**src/rtl/cordic_arbiter.sv**
```systemverilog
// cordic_arbiter: round-robin sharing of one fixed-latency CORDIC core with per-requester credit and tag-routed responses.
module cordic_arbiter #(
    parameter int N_REQ        = 4,
    parameter int WIDTH        = 16,
    parameter int TAG_W        = 4,
    parameter int CORE_LATENCY = 20
) (
    input  logic                             clk,
    input  logic                             rst,
    input  logic [N_REQ-1:0]                 req_valid,
    input  logic [N_REQ-1:0][2*WIDTH-1:0]    req_data,
    output logic [N_REQ-1:0]                 req_ready,
    output logic [N_REQ-1:0]                 rsp_valid,
    output logic [N_REQ-1:0][2*WIDTH-1:0]    rsp_data,
    input  logic [N_REQ-1:0]                 rsp_ready,
    output logic                             core_tvalid,
    output logic [2*WIDTH-1:0]               core_tdata,
    output logic [TAG_W-1:0]                 core_tuser,
    input  logic                             core_dout_tvalid,
    input  logic [2*WIDTH-1:0]               core_dout_tdata,
    input  logic [TAG_W-1:0]                 core_dout_tuser,
    output logic [$clog2(N_REQ+1)-1:0]       in_flight,
    output logic                             err
);
    localparam int PW = $clog2(N_REQ);
    localparam int CW = $clog2(CORE_LATENCY + 1);
    localparam int IW = $clog2(N_REQ + 1);
    typedef enum logic {DRAIN, RUN} state_t;
    state_t           state, state_n;
    logic [CW-1:0]    cnt;
    logic [PW-1:0]    ptr, gidx, tidx;
    logic [N_REQ-1:0] busy, busy_n, elig, grant, consume, rsp_set;
    logic             tag_ok, beat_ok, beat_err;
    function automatic logic [PW-1:0] rr_idx(input logic [PW-1:0] p, input int i);
        int s;
        s = int'(p) + 1 + i;
        return PW'(s >= N_REQ ? s - N_REQ : s);
    endfunction
    function automatic logic [IW-1:0] popcount(input logic [N_REQ-1:0] v);
        logic [IW-1:0] c;
        c = '0;
        for (int i = 0; i < N_REQ; i++) c = c + IW'(v[i]);
        return c;
    endfunction
    always_comb begin
        state_n = (state == DRAIN && cnt == '0) ? RUN : state;
        elig    = (state == RUN) ? req_valid & ~busy : '0;
        gidx    = '0;
        for (int i = N_REQ - 1; i >= 0; i--) gidx = elig[rr_idx(ptr, i)] ? rr_idx(ptr, i) : gidx;
        grant       = '0;
        grant[gidx] = |elig;
        tidx     = PW'(core_dout_tuser);
        tag_ok   = {1'b0, core_dout_tuser} < (TAG_W + 1)'(N_REQ);
        beat_ok  = tag_ok && busy[tidx] && !rsp_valid[tidx];
        beat_err = state == RUN && core_dout_tvalid && !beat_ok;
        rsp_set       = '0;
        rsp_set[tidx] = state == RUN && core_dout_tvalid && beat_ok;
        consume = rsp_valid & rsp_ready;
        busy_n  = (busy | grant) & ~consume;
    end
    assign req_ready = grant;
    always_ff @(posedge clk) begin
        if (rst) begin
            state       <= DRAIN;
            cnt         <= CW'(CORE_LATENCY);
            ptr         <= PW'(N_REQ - 1);
            busy        <= '0;
            in_flight   <= '0;
            err         <= 1'b0;
            rsp_valid   <= '0;
            rsp_data    <= '0;
            core_tvalid <= 1'b0;
            core_tdata  <= '0;
            core_tuser  <= '0;
        end else begin
            state       <= state_n;
            cnt         <= (state == DRAIN && cnt != '0) ? cnt - CW'(1) : cnt;
            ptr         <= |grant ? gidx : ptr;
            busy        <= busy_n;
            in_flight   <= popcount(busy_n);
            err         <= err | beat_err;
            rsp_valid   <= (rsp_valid | rsp_set) & ~consume;
            for (int n = 0; n < N_REQ; n++) if (rsp_set[n]) rsp_data[n] <= core_dout_tdata;
            core_tvalid <= |grant;
            if (|grant) begin
                core_tdata <= req_data[gidx];
                core_tuser <= TAG_W'(gidx);
            end
        end
    end
endmodule

```
**config.mk**
```make
export PLATFORM = sky130hd
export DESIGN_NAME = cordic_arbiter
export DESIGN_NICKNAME = d
export VERILOG_FILES = /design/src/rtl/cordic_arbiter.sv
export SDC_FILE = /design/constraint.sdc
export NUM_CORES = 1
export LEC_CHECK = 0
export CAP_MARGIN = 5
export CORE_MARGIN = 4
export CORE_UTILIZATION = 45
export DETAILED_ROUTE_END_ITERATION = 12
export GPL_TIMING_DRIVEN = 0
export PLACE_DENSITY = 0.95
export SYNTH_ARGS = -nofsm -noshare
export SYNTH_HDL_FRONTEND = slang
export SYNTH_SLANG_ARGS = --single-unit
export TNS_END_PERCENT = 100
```
**constraint.sdc**
```tcl
create_clock -name clk -period 6.32 [get_ports clk]
set_input_delay 1.58 -clock clk [delete_from_list [all_inputs] [get_ports clk]]
set_output_delay 1.58 -clock clk [all_outputs]
set_load 0.1 [all_outputs]
```
==> results of run 1 <==
==> per-stage QoR <==
step	hold slack [ps]	total power [W]
2_1_floorplan	427.5	0.001655
3_3_place_gp	434.3	0.001886
3_5_place_dp	445.7	0.001898
4_1_cts	454.4	0.002945
5_1_grt	470.2	0.003026
6_report	453.4	0.002935
==> cells in the final DEF (no fill, tap or decap), types with 4 or more instances in the layout <==
| cell | n |
|---|---|
| dfxtp_1 | 183 |
| clkdlybuf4s50_1 | 348 |
| a211oi_1 | 14 |
| o21bai_1 | 32 |
| buf_2 | 8 |
| a211oi_2 | 20 |
| a221oi_2 | 25 |
| clkbuf_1 | 64 |
| a21oi_1 | 141 |
| nand2b_1 | 8 |
| mux2i_1 | 32 |
| nor2_1 | 16 |
| clkbuf_16 | 17 |
| nand2_1 | 269 |
| inv_1 | 4 |
| and2_1 | 33 |
| a221oi_1 | 8 |
| buf_4 | 4 |
==> kinds of logic after synthesis <==
| group | count (synthesis) | share of synthesized area |
|---|---|---|
| adders and majority gates | 4 | 0.007305 |
| AOI/OAI and AO/OA | 255 | 0.2379 |
| buffers and inverters | 81 | 0.04748 |
| DFF | 183 | 0.4649 |
| xor gates and xnor gates | 3 | 0.003335 |
| other | 1 | 0.0004759 |
| and+or+nand+nor | 356 | 0.1980 |
| muxes | 32 | 0.04065 |
==> worst max-delay path, delay by kind of cell <==
kind | cells | cell delay [ps]
buffers and inverters | 3 | 1950
AOI/OAI and AO/OA | 1 | 320
and+or+nand+nor | 3 | 760
==> registers in the layout, indices dropped and copies added (netlist names), 2 cells and up <==
signal / cells
cnt: 5
busy: 4
rsp_data: 128
in_flight: 3
ptr: 2
rsp_valid: 4
core_tdata: 32
core_tuser: 2
==> per-layer routing <==
layer  global-route usage  up-vias
li1                     -     3883
met1               0.3081     3936
met2               0.5146      382
met3              0.09901       74
met4               0.1147        2
met5                    0        -
==> cell type report <==
| class | count | area, um^2 |
|---|---|---|
| Fill cell | 1230 | 4999 |
| Multi-Input combinational cell | 652 | 3846 |
| Sequential cell | 183 | 3664 |
| Timing Repair Buffer | 348 | 3483 |
| Clock buffer | 23 | 467.9 |
| Buffer | 77 | 359.1 |
| Tap cell | 225 | 281.5 |
| Clock inverter | 8 | 113.9 |
| Inverter | 4 | 15.01 |
| Antenna cell | 3 | 7.507 |
==> power by group through the flow <==
stage / Clock, W / Sequential (W) / Combinational, W
after floorplan: 0 / 0.00142 / 0.000236
after global placement: 0 / 0.00124 / 0.000646
after detailed placement: 0 / 0.00124 / 0.000656
after CTS: 0.00107 / 0.00122 / 0.000658
after global routing: 0.00112 / 0.00122 / 0.000690
final: 0.00106 / 0.00122 / 0.000657
==> worst paths after layout <==
| kind | from | to | slack, ps |
|---|---|---|---|
| worst max-delay path | req_valid[1] | req_ready[3] | 120 |
| worst min-delay path | rsp_data[63] | rsp_data[63] | 450 |
| worst max register to register | state | in_flight[1] | 3020 |
| worst min register to register | rsp_data[63] | rsp_data[63] | 450 |
==> flow_metrics.env, run 1 <==
export IMPL_cap_viol_max_count=0
export IMPL_cts_root_buf="clkbuf_16"
export IMPL_slew_viol_final=0
export IMPL_ys_flop_type="dfxtp_1"
export IMPL_synth_area_um2=7880
export IMPL_cts_tree="built"
export IMPL_outcome="complete, no violations"
export IMPL_setup_viol=0
export IMPL_min_path_type="reg2reg"
export IMPL_drc_errors=0
export IMPL_finalSetupTns_ps=0
export IMPL_routed_wl_um=29470
export IMPL_vias=8277
export IMPL_die_y_um=140.3
export IMPL_num_rows=48
export IMPL_grt_usage=0.2869
export IMPL_hold_path_cell_count=2
export IMPL_ios=352
export IMPL_htreeDepth=4
export IMPL_clk_latency_ps=420
export IMPL_first_pass_iters=5
export IMPL_crit_path_max_incr_delay_ps=1200
export IMPL_max_freq_ghz=0.1612
export IMPL_setup_ws_ps=115.2
export IMPL_p_per_area_nw_per_um2=239.8
export IMPL_ys_warn_count=0
export IMPL_syn2layout_area_growth_pct=55.30
export IMPL_grt_antenna_before_repair=4
export IMPL_synth_area_leaders="dfxtp_1 46%, nand2_1 13%, a21oi_1 9.0%, a221oi_2 4.8%, mux2i_1 4.1%"
export IMPL_synth_top_cell_area_share=0.4649
export IMPL_synth_most_common_cell="nand2_1"
export IMPL_ctsHoldBuffers=0
export IMPL_critPathLaunchType="input pin"
export IMPL_grt_pass1_wl_um=45080
export IMPL_finalNonFillerCells=1523
export IMPL_seq_area_frac_synth=0.4649
export IMPL_post_cts_buffers=0
export IMPL_slew_headroom=0.2523
export IMPL_yosys_cell_types_count=52
export IMPL_topRoutingLayerUsed="met5"
export IMPL_comb_power_share=0.224
export IMPL_portBuffers=348
export IMPL_placedCellCount=1489
export IMPL_arrival_ps=4620
export IMPL_utilization=0.7100
export IMPL_rsz0062_at_grt="no"
export IMPL_cts_resized=0
export IMPL_grt_max_degree=17
export IMPL_clock_sinks=183
export IMPL_crit_chain="clkdlybuf4s50_1 > and3b_1 > nor2_1 > o221ai_2 > buf_2 > nor2_1 > clkdlybuf4s50_1"
export IMPL_switchingPower_w=0.0008921
export IMPL_cts_inserted_buffers=17
export IMPL_syn_inst=915
export IMPL_start_util=0.4572
export IMPL_p_int_w=0.002043
export IMPL_routedWlPerCell_um=19.35
export IMPL_fin_worst_skew_ps=10.60
export IMPL_yosysTopAreaCell="dfxtp_1"
export IMPL_grt_overflow=0
export IMPL_synth_seq_cells=183
export IMPL_route_met3_wl_um=2662
export IMPL_grt_pass1_vias=8389
export IMPL_p_leak_nw=4.470
export IMPL_cts_buffer_depth=2
export IMPL_coreArea_um2=17240
export IMPL_worst_slew_pin_slew_ps=1111
export IMPL_switching_share=0.3039
export IMPL_path_clk_slew_ps=60
export IMPL_r2r_cells=12
export IMPL_cp_slowest_cell="clkdlybuf4s50_1"
export IMPL_hold_violations=0
export IMPL_drt_met1_wl_um=10520
export IMPL_nNetsFinal=1462
export IMPL_dp_hpwl_um=22480
export IMPL_critical_path_class="in2out"
export IMPL_final_layout_size_suffix_gt1_frac=0.07336
export IMPL_cp_max_fo=10
export IMPL_end_kind="output port"
export IMPL_finalCritPeriodShare=0.9818
export IMPL_die_area_um2=19690
export IMPL_synth_edf_count=0
export IMPL_place_congestion=0.8650
export IMPL_period_minus_slack_ps=6205
export IMPL_async_reset_ff_frac=0
export IMPL_worst_ep_required_time_ps=4740
export IMPL_drtIter0Drc=356
export IMPL_die_w_um=140.3
export IMPL_ir_drop_mv=0.1918
export IMPL_ant_nets=0
export IMPL_met2_length_um=15140
export IMPL_via_per_inst=5.435
export IMPL_pwr_share_clk=0.362
export IMPL_synthTopCellsByCount="269 x nand2_1, 183 x dfxtp_1, 141 x a21oi_1, 60 x clkbuf_1, 33 x and2_1"
export IMPL_syn_avg_cell_area_um2=8.612
export IMPL_place_ws_ps=210.2
export IMPL_p_seq_frac=0.414
export IMPL_dpl_cell_area_um2=11650
export IMPL_design_area_um2=12240
Note: power is estimated with default switching activity, not from simulation.
==> run 2: changes to the inputs <==
--- a/config.mk
+++ b/config.mk
@@ -11,6 +11,7 @@
 export DETAILED_ROUTE_END_ITERATION = 12
 export GPL_TIMING_DRIVEN = 0
 export PLACE_DENSITY = 0.95
+export SKIP_CTS_REPAIR_TIMING = 1
 export SYNTH_ARGS = -nofsm -noshare
 export SYNTH_HDL_FRONTEND = slang
 export SYNTH_SLANG_ARGS = --single-unit
==> results of run 2 <==
Same layout as run 1: the final DEF is identical, and so are final timing and power.
==> run 3: changes to the inputs <==
--- a/config.mk
+++ b/config.mk
@@ -8,6 +8,7 @@
 export CAP_MARGIN = 5
 export CORE_MARGIN = 4
 export CORE_UTILIZATION = 45
+export CTS_CLUSTER_DIAMETER = 50
 export DETAILED_ROUTE_END_ITERATION = 12
 export GPL_TIMING_DRIVEN = 0
 export PLACE_DENSITY = 0.95
==> results of run 3 <==
Same layout as run 1: the final DEF is identical, and so are final timing and power.
